==> src/rtl/can_id_assembler.sv <==
// Purpose : bit-serial CAN arbitration-field assembler (standard/extended ID, RTR/IDE/SRR) with mask/ID acceptance filters.
// Latency : ID_VALID and the new IDTFR/IDE/RTR/ID_MATCH/MATCH_IDX appear one clk after the SP of the final field bit.
// Backpressure : none; bits are consumed on SP strobes, and ABORT or SOF may cut a frame short at any time.
module can_id_assembler #(
   parameter int   NUM_FILTERS = 4,
   parameter logic EXT_EN      = 1'b1,
   parameter int   IDXW        = (NUM_FILTERS > 1) ? $clog2(NUM_FILTERS) : 1
) (
   input  logic                      i_clk,
   input  logic                      i_reset,
   input  logic                      i_sp,
   input  logic                      i_rx_bit,
   input  logic                      i_stuff,
   input  logic                      i_sof,
   input  logic                      i_abort,
   input  logic [NUM_FILTERS-1:0]    i_filt_en,
   input  logic [NUM_FILTERS-1:0]    i_filt_ide,
   input  logic [29*NUM_FILTERS-1:0] i_filt_id,
   input  logic [29*NUM_FILTERS-1:0] i_filt_mask,
   output logic [28:0]               o_idtfr,
   output logic                      o_ide,
   output logic                      o_rtr,
   output logic                      o_id_valid,
   output logic                      o_id_match,
   output logic [IDXW-1:0]           o_match_idx,
   output logic                      o_srr_err,
   output logic                      o_ext_rej,
   output logic                      o_busy
);

   typedef enum logic [2:0] {
      S_IDLE = 3'd0,
      S_BASE = 3'd1,
      S_B12  = 3'd2,
      S_IDEB = 3'd3,
      S_EXT  = 3'd4,
      S_RTRX = 3'd5,
      S_DONE = 3'd6
   } state_t;

   state_t           r_state;
   state_t           w_next;

   // working capture registers, cleared by SOF/ABORT so partial frames never leak
   logic [4:0]       r_cnt;
   logic [10:0]      r_base;
   logic [17:0]      r_ext;
   logic             r_bit12;
   logic             r_ide_w;
   logic             r_rtr_w;
   logic             r_srr_err;

   // last completed frame, presented whenever no DONE is in progress
   logic [28:0]      r_idtfr;
   logic             r_ide;
   logic             r_rtr;
   logic             r_match;
   logic [IDXW-1:0]  r_idx;

   logic             w_acc;
   logic             w_done;
   logic [28:0]      w_id_asm;
   logic [28:0]      w_cmp_mask;
   logic [NUM_FILTERS-1:0] w_hit;
   logic             w_match;
   logic [IDXW-1:0]  w_idx;

   // a bit only counts when it is a real (non-stuff) sample point
   assign w_acc = i_sp & ~i_stuff;

   // standard frames expose zeros in the extended field and compare only the base bits
   assign w_id_asm   = r_ide_w ? {r_ext, r_base} : {18'd0, r_base};
   assign w_cmp_mask = r_ide_w ? 29'h1FFF_FFFF : 29'h0000_07FF;

   // state register
   always_ff @(posedge i_clk or negedge i_reset) begin
      if (!i_reset) r_state <= S_IDLE;
      else          r_state <= w_next;
   end

   // next-state: ABORT beats SOF, SOF beats any sample point
   always_comb begin
      w_next = r_state;
      if (i_abort) begin
         w_next = S_IDLE;
      end else if (i_sof) begin
         w_next = S_BASE;
      end else begin
         case (r_state)
            S_IDLE: w_next = S_IDLE;
            S_BASE: if (w_acc && r_cnt == 5'd10) w_next = S_B12;
            S_B12:  if (w_acc) w_next = S_IDEB;
            S_IDEB: if (w_acc) w_next = i_rx_bit ? S_EXT : S_DONE;
            S_EXT:  if (w_acc && r_cnt == 5'd17) w_next = S_RTRX;
            S_RTRX: if (w_acc) w_next = S_DONE;
            S_DONE: w_next = S_IDLE;
            default: w_next = S_IDLE;
         endcase
      end
   end

   // output decode: DONE presents the freshly assembled frame combinationally, otherwise the held copy
   always_comb begin
      w_done      = (r_state == S_DONE) && !i_abort;
      o_busy      = (r_state != S_IDLE) && (r_state != S_DONE);
      o_id_valid  = w_done;
      o_ext_rej   = w_done & r_ide_w & ~EXT_EN;
      o_srr_err   = r_srr_err;
      o_idtfr     = w_done ? w_id_asm : r_idtfr;
      o_ide       = w_done ? r_ide_w  : r_ide;
      o_rtr       = w_done ? r_rtr_w  : r_rtr;
      o_id_match  = w_done ? w_match  : r_match;
      o_match_idx = w_done ? w_idx    : r_idx;
   end

   // shift in identifier bits MSB first and track the field position
   always_ff @(posedge i_clk or negedge i_reset) begin
      if (!i_reset) begin
         r_cnt   <= 5'd0;
         r_base  <= 11'd0;
         r_ext   <= 18'd0;
         r_bit12 <= 1'b0;
         r_ide_w <= 1'b0;
         r_rtr_w <= 1'b0;
      end else if (i_abort || i_sof) begin
         r_cnt   <= 5'd0;
         r_base  <= 11'd0;
         r_ext   <= 18'd0;
         r_bit12 <= 1'b0;
         r_ide_w <= 1'b0;
         r_rtr_w <= 1'b0;
      end else if (w_acc) begin
         case (r_state)
            S_BASE: begin
               r_base <= {r_base[9:0], i_rx_bit};
               r_cnt  <= (r_cnt == 5'd10) ? 5'd0 : r_cnt + 5'd1;
            end
            S_B12: begin
               r_bit12 <= i_rx_bit;
            end
            S_IDEB: begin
               r_ide_w <= i_rx_bit;
               // standard frame: the bit after the base ID was RTR
               if (!i_rx_bit) r_rtr_w <= r_bit12;
            end
            S_EXT: begin
               r_ext <= {r_ext[16:0], i_rx_bit};
               r_cnt <= (r_cnt == 5'd17) ? 5'd0 : r_cnt + 5'd1;
            end
            S_RTRX: begin
               r_rtr_w <= i_rx_bit;
            end
            default: begin
               r_cnt <= r_cnt;
            end
         endcase
      end
   end

   // SRR must be recessive in extended frames; flag a dominant one for one clk and keep capturing
   always_ff @(posedge i_clk or negedge i_reset) begin
      if (!i_reset) r_srr_err <= 1'b0;
      else          r_srr_err <= !i_abort && !i_sof && w_acc && (r_state == S_IDEB) && i_rx_bit && !r_bit12;
   end

   // acceptance filters, evaluated against the live filter inputs only while in DONE
   always_comb begin
      w_hit = '0;
      for (int i = 0; i < NUM_FILTERS; i++) begin
         w_hit[i] = i_filt_en[i]
                  && (i_filt_ide[i] == r_ide_w)
                  && (((w_id_asm ^ i_filt_id[29*i +: 29]) & i_filt_mask[29*i +: 29] & w_cmp_mask) == 29'd0)
                  && !(r_ide_w && !EXT_EN);
      end
   end

   // lowest-index hit wins; index reads 0 when nothing hits
   always_comb begin
      w_match = |w_hit;
      w_idx   = '0;
      for (int i = NUM_FILTERS - 1; i >= 0; i--) begin
         if (w_hit[i]) w_idx = IDXW'(i);
      end
   end

   // hold the completed frame until the next DONE; aborted frames never reach here
   always_ff @(posedge i_clk or negedge i_reset) begin
      if (!i_reset) begin
         r_idtfr <= 29'd0;
         r_ide   <= 1'b0;
         r_rtr   <= 1'b0;
         r_match <= 1'b0;
         r_idx   <= '0;
      end else if (w_done) begin
         r_idtfr <= w_id_asm;
         r_ide   <= r_ide_w;
         r_rtr   <= r_rtr_w;
         r_match <= w_match;
         r_idx   <= w_idx;
      end
   end

endmodule

==> config.mk <==
export PLATFORM = sky130hd
export DESIGN_NAME = can_id_assembler
export DESIGN_NICKNAME = d
export VERILOG_FILES = /design/src/rtl/can_id_assembler.sv
export SDC_FILE = /design/constraint.sdc
export NUM_CORES = 1
export LEC_CHECK = 0
export CAP_MARGIN = 20
export CORE_UTILIZATION = 37
export CTS_BUF_LIST = sky130_fd_sc_hd__clkbuf_4
export CTS_CLUSTER_SIZE = 30
export DETAILED_ROUTE_END_ITERATION = 12
export PLACE_DENSITY_LB_ADDON = 0.05
export SYNTH_ARGS = -nofsm -noshare
export SYNTH_HDL_FRONTEND = slang
export SYNTH_SLANG_ARGS = --single-unit
==> constraint.sdc <==
create_clock -name i_clk -period 2.7 [get_ports i_clk]
set_input_delay 0.81 -clock i_clk [delete_from_list [all_inputs] [get_ports i_clk]]
set_output_delay 0.81 -clock i_clk [all_outputs]
set_load 0.02 [all_outputs]
Word level (Yosys, flattened, before mapping)

Index checks and enable logic that the tools add are counted.

Add/subtract/negate cells: 1
Equality and inequality tests: 19
Mux-type cells: 41
Bitwise logic cells: 14
Reduce and logical (&&, ||, !) cells: 41

Operator list:

| operator              | count |
|---|---|
| $and A29 B29 Y29      | 8 |
| $logic_not A29 Y1     | 4 |
| $xor A29 B29 Y29      | 4 |
| $mux W29              | 3 |
| $mux W18              | 3 |
| $mux W11              | 3 |
| $mux W3               | 7 |
| $mux W5               | 4 |
| $ne A4 B4 Y1 const B  | 5 |
| $logic_and A1 B1 Y1   | 17 |
| $pmux W3 S5           | 1 |
| $mux W1               | 12 |
| $mux W2               | 6 |
| $pmux W5 S2           | 1 |
| $reduce_and A2 Y1     | 5 |
| $reduce_bool A2 Y1    | 5 |
| $eq A3 B3 Y1 const B  | 3 |
| $reduce_bool A3 Y1    | 3 |
| $eq A3 B2 Y1 const B  | 2 |
| $ne A3 B3 Y1 const B  | 2 |
| $add A5 B1 Y5 const B | 1 |
| $eq A5 B4 Y1 const B  | 1 |
| $eq A5 B5 Y1 const B  | 1 |
| $reduce_and A5 Y1     | 1 |
| 9 further kinds       | 14 |

Bits in registers: 75
Input bits: 247
Output and inout bits: 38
Word-level logic and storage cells: 129

Longest topological paths before layout

Gate-level depths: netlist (run 1).

Word-level depth: 11
Gate-level depth with buffers: 9
Mapped depth without buffers: 8

Worst setup path after synthesis (run 1)

No wires, ideal clock.

Kind: input port to output port
Start: input i_filt_id[90]
End: output o_match_idx[0]
Arrival: 2203 ps
Data required time: 1890 ps
Path slack: -313 ps
Stages on the path: 7
Buffers on the path: 0
Cell sequence: xor2_1 a211oi_1 nand4_1 nor4_1 a21o_1 a21boi_0 o21ai_1

Word-level cells in the longest chain between the ends: 10

RTL lines:

| what                           | RTL line | RTL |
|---|---|---|
| start, declared                | 18       | `input logic [29*NUM_FILTERS-1:0] i_filt_id,` |
| $xor A29 B29 Y29               | 172      | `&& (((w_id_asm ^ i_filt_id[29*i +: 29]) & i_filt_mask[29*i +: 29] & w_cmp_mask) == 29'd0)` |
| $and A29 B29 Y29 (2 in series) | 172      |  |
| $logic_not A29 Y1              | 172      |  |
| $logic_and A1 B1 Y1            | 172      |  |
| $mux W2 (4 in series)          | 182      | `if (w_hit[i]) w_idx = IDXW'(i);` |
| $mux W2                        | --       |  |
| end, declared                  | 25       | `output logic [IDXW-1:0] o_match_idx,` |

Every way passes these cells.

Final worst setup path (run 1)

Start: register r_ide_w
End: output o_id_match

Word-level cells in the longest chain between the ends: 8
Elaborated cells on any way between the ends: 32
Those cells by class: 4 x eq/ne; 3 x mux; 12 x bitwise; 13 x reduce/logical

RTL lines:

| what                           | RTL line | RTL |
|---|---|---|
| start, declared                | 49       | `logic r_ide_w;` |
| start signal, assigned         | 142      | `r_ide_w <= i_rx_bit;` |
| $mux W29                       | 72       | `assign w_id_asm = r_ide_w ? {r_ext, r_base} : {18'd0, r_base};` |
| $xor A29 B29 Y29               | 172      |  |
| $and A29 B29 Y29 (2 in series) | 172      |  |
| $logic_not A29 Y1              | 172      |  |
| $logic_and A1 B1 Y1            | 172      |  |
| $reduce_or A4 Y1 *             | 179      | `w_match = \|w_hit;` |
| $mux W1 *                      | --       |  |
| end, declared                  | 24       | `output logic o_id_match,` |

Mark *: on every way between the ends. The rest lies on a longest branch, timed or not.

==> results, run 1 <==
- The element type at the critical path end is an output pin.
- The leakage power figure is 0.004465 µW.
- The total area inside the core boundary comes to 13880 µm².
- The transition time of the tightest slew-check pin is 740.1 ps.
- In this run the power density over the cells is 251.5 nW/µm².
- In this run the count of I/O pins placed on the die edge is 285.
- The fraction of synthesized area in multiplexers is 1.139%.
- The cell area after technology mapping is 5271 µm².
- The post-synth net total is 903.
- The slowest cell on the critical path is dfrtp_2.
- For this run, design rule violations remaining after detail routing come to 0.
- The detailed router finished its first iteration with 339 violations.
- The final critical path takes up 133.2% of the cycle.
- The wire length of the first global-routing pass is 33300 µm.
- The net load switching power is 663.7 µW.
- The clock latency at the later pin of the worst-skew pair is 440 ps.
- Summing over every cut layer, the via total after detailed routing is 6398.
- The path class of the tightest hold or removal check is primary input to async pin.
- Wires add up to 23260 µm.
- The largest incremental delay on the critical path is 470 ps.
- The layout overhead on the synthesized area is 87.92%.
- The capturing instance or port of the critical path is o_id_match.
- The checks that failed: negative setup slack.
- The count of standard-cell rows is 43.
- Yosys mapped a number of flops with a built-in enable equal to 0.
- Summing all non-filler instances in the final layout gives an area of 9906 µm².
- Tracing the worst setup path back leads to its startpoint at r_ide_w$_DFFE_PN0P_.
- Walking the worst path, the cells encountered are buf_4, clkbuf_16, and2_4, o21ai_0, a2111oi_1, and4_4, a21oi_4, a41oi_2, a21o_1, buf_6.
- The number of pins exceeding their max-slew limit in the final report is 0.
- Headroom to the max-slew limit came out at 50.28%.
- The final-report hold violation count is 0.
- The top cell type by total area after synthesis is dfrtp_1.
- The CTS H-tree depth is 3.
- The internal power is 1828 µW.
- For this run, asynchronously set or reset flops after synthesis account for 100.0%.
- The number of different library cells used by synthesis comes to 46.
- The placed wire-length estimate is 18220 µm.
- The total negative slack is -2718 ps.
- The path depth of the worst reg2reg path is 11.
- After clock tree synthesis, the clock-pin slew on the worst setup and hold paths is 120 ps.
- By area, the combinational part of the netlist is dominated by simple AND/OR/NAND/NOR gates.
- In this run, CTS created clock tree buffers numbering 9.
- Synthesis handed over a netlist of 653 instances.
- The clock tree buffer depth is 2.
- Along the worst path, the maximum fanout reaches 6.
- Dividing the detail-routed via count by the number of cells gives 5.181.
- Registers are responsible for 45.4% of the overall power.
- The clock network accounts for 28.3% of the total power.
- The simple-gate area share of the yosys netlist is 26.89%.
- The die extent in y is 121.4 µm.
- The total track usage is 30.25%.
- For this run, the leading register cell type out of synthesis is dfrtp_1.
- Of the total power, the share spent switching nets is 26.64%.
- The data arrival time of the critical path is 2790 ps.
- The worst-case IR drop observed on VDD is 0.2506 mV.
- The effective utilization at floorplan is 37.98%.
- The number of input and output port buffers inserted is 283.
- The endpoint identified for the worst register-to-register timing path is r_idx[1]$_DFF_PN0_.
- The worst path setup slack after routing is -895.9 ps.
- The largest net degree at the start of global routing is 41.
- The number of antenna violations at the first check in global routing came to 1.
- The beginning of the worst register-to-register path is r_ide_w$_DFFE_PN0P_.
- The final core area utilization is 71.36%.
- The number of search-and-repair iterations in the first detailed-routing pass is 6.
- For the final database, setup skew stands at 14.67 ps.
- The total overflow left after global routing is 0.
- In the final layout, the share of cells above drive strength 1 is 26.00%.
- At the end of routability-driven placement, the weighted congestion stood at 0.9359.
- The number of hold buffers added after CTS was 0.
- The adder-cell share of the synthesized area is 0.7121%.
- The total clock sinks is 75.
- The area fraction in compound gates after synthesis is 17.71%.
- The placed cell area is 8901 µm².
- Combinational logic is responsible for 26.3% of the overall power.
- The tightest hold path in the finished design has a slack of 332.1 ps.
- The overall die area is 14730 µm².
- The top-area cell type share of the netlist area is 35.60%.
- The via count of the first global-routing pass is 6229.
- By area the synthesized netlist is led by dfrtp_1, nand2_1, xor2_1, xnor2_1, nand4b_1.
- The count of nets left with antenna violations once routing finished came out at 0.
- The element type at the critical path start is a register.
- After detailed routing, the average wire length per cell comes to 18.83 µm.
- The number of endpoints failing setup at the final stage is 4.
- The CTS tree is built.
- Counting the fill cells in the layout gives 1106.
- Of the total synthesized cell area, the portion taken by XOR and XNOR cells is 13.96%.
- The minimum clock period after layout is 3596 ps.
- Synthesis inferred 75 register bits.
- Setup repair after global routing could not meet its margin everywhere.
- The die width is 121.4 µm.
- For this run, the top clock speed supported by timing is 0.2781 GHz.
- Across the run, the number of max-cap violations was 0.
- The worst setup path category is register to output pin.
- The average size of a mapped cell is 8.072 µm².
- Yosys printed 0 warnings.
- Sequential cells were found to cover 35.60% of the synthesized design area.
- In this run the clock root is driven by a clkbuf_4.
- The run finished, with violations left.
- After layout, the design draws a total of 2492 µW.
- The net count reported at finish is 1299.
- Data on the critical path is required at its endpoint by 1890 ps.
- For flop-to-flop paths, the worst setup slack is 240 ps.
## placed cells by master, fill, tap and decap left out, types with 10 or more instances in the layout
cell type / synthesis / layout
o21ai_1: 1 / 18
clkbuf_4: 0 / 10
a22oi_1: 24 / 22
clkdlybuf4s50_1: 0 / 230
buf_4: 2 / 121
buf_6: 4 / 32
dfrtp_1: 75 / 74
nand4b_1: 32 / 32
xnor2_1: 36 / 35
nand2_2: 6 / 25
a21oi_1: 41 / 37
o21ai_0: 53 / 24
nand2_1: 183 / 160
xor2_1: 48 / 46
## critical path: cells and delay by family (launching register included)
kind | cells | cell delay (ps)
AO/OA/AOI/OAI | 5 | 950
buffers and inverters | 3 | 420
flip-flops | 1 | 470
AND/OR/NAND/NOR | 2 | 510
## cell usage after synthesis, types with 7 or more instances
master	number
a21oi_1	41
xor2_1	48
nor3_1	12
a22oi_1	24
nor2_1	7
nand2b_1	8
and2_1	12
inv_1	7
o21ai_0	53
xnor2_1	36
nand2_1	183
clkbuf_1	27
a2111oi_0	12
a22o_1	8
nand4b_1	32
dfrtp_1	75
## state kept, by name, summed over array words and instances, names as in the netlist, 2 cells and up
signal and count:
r_idtfr 29, r_ext 18, r_base 11, r_cnt 5
r_state 3, r_idx 2
## power groups by stage
stage	clock, µW	sequential, µW	combinational (µW)
2_1_floorplan	0	1150	150
3_3_place_gp	0	1150	608
3_5_place_dp	0	1150	615
4_1_cts	710	1130	642
5_1_grt	766	1130	698
6_report	705	1130	656
## how the worst min path moves through the flow
stage                                  endpoint  cells past startpoint
after floorplan             o_srr_err$_DFF_PN0_                      1
after global placement    r_idtfr[18]$_DFF_PN0_                      2
after detailed placement   r_idtfr[7]$_DFF_PN0_                      2
after CTS                       r_rtr$_DFF_PN0_                      1
after global routing            r_rtr$_DFF_PN0_                      1
final                      r_idtfr[9]$_DFF_PN0_                      1
## layout make-up
type                            count  area (µm²)  area share (%)
Timing Repair Buffer              422        4023           40.61
Multi-Input combinational cell    534        3616           36.50
Sequential cell                    75        1878           18.96
Tap cell                          180       225.2           2.274
Clock buffer                        9       67.56          0.6821
Clock inverter                      7       67.56          0.6821
Inverter                            7       26.28          0.2653
Antenna cell                        1       2.502         0.02526
## cell families after synthesis
family | after synthesis
buffers and inverters | 44
adder cells (fa/ha/maj) | 3
multiplexers | 6
AO/OA/AOI/OAI | 152
other | 1
XOR/XNOR | 84
AND/OR/NAND/NOR | 288
flip-flops | 75
## stage by stage
stage / setup WS, ps / instances
CTS: -860.5 / 1209
global route: -993.1 / 1235
finish: -895.9 / 1235
detailed placement: -1632 / 1175
global placement: -1544 / 1175
floorplan: -121.6 / 653
## routing by layer
| layer | vias up | GRT usage, % | routed length, µm |
|---|---|---|---|
| li1 | 3077 | - | - |
| met1 | 3061 | 39.45 | 9855 |
| met2 | 231 | 50.96 | 11500 |
| met3 | 29 | 5.592 | 1512 |
| met4 | 0 | 8.179 | 393 |
| met5 | - | 0 | 0 |
## timing repair
item,in CTS,in global routing
buffers inserted,17,25
resized for setup,241,115
pin swaps,30,36
endpoints found under the setup margin,36,33
cloned,1,3
(Power assumes the default switching activity.)
==> run 2: changes to the inputs <==
--- a/config.mk
+++ b/config.mk
@@ -8,7 +8,7 @@
 export CAP_MARGIN = 20
 export CORE_UTILIZATION = 37
 export CTS_BUF_LIST = sky130_fd_sc_hd__clkbuf_4
-export CTS_CLUSTER_SIZE = 30
+export CTS_CLUSTER_SIZE = 20
 export DETAILED_ROUTE_END_ITERATION = 12
 export PLACE_DENSITY_LB_ADDON = 0.05
 export SYNTH_ARGS = -nofsm -noshare
==> results of run 2 <==
The final DEF is identical to that of run 1; final timing and power are the same.
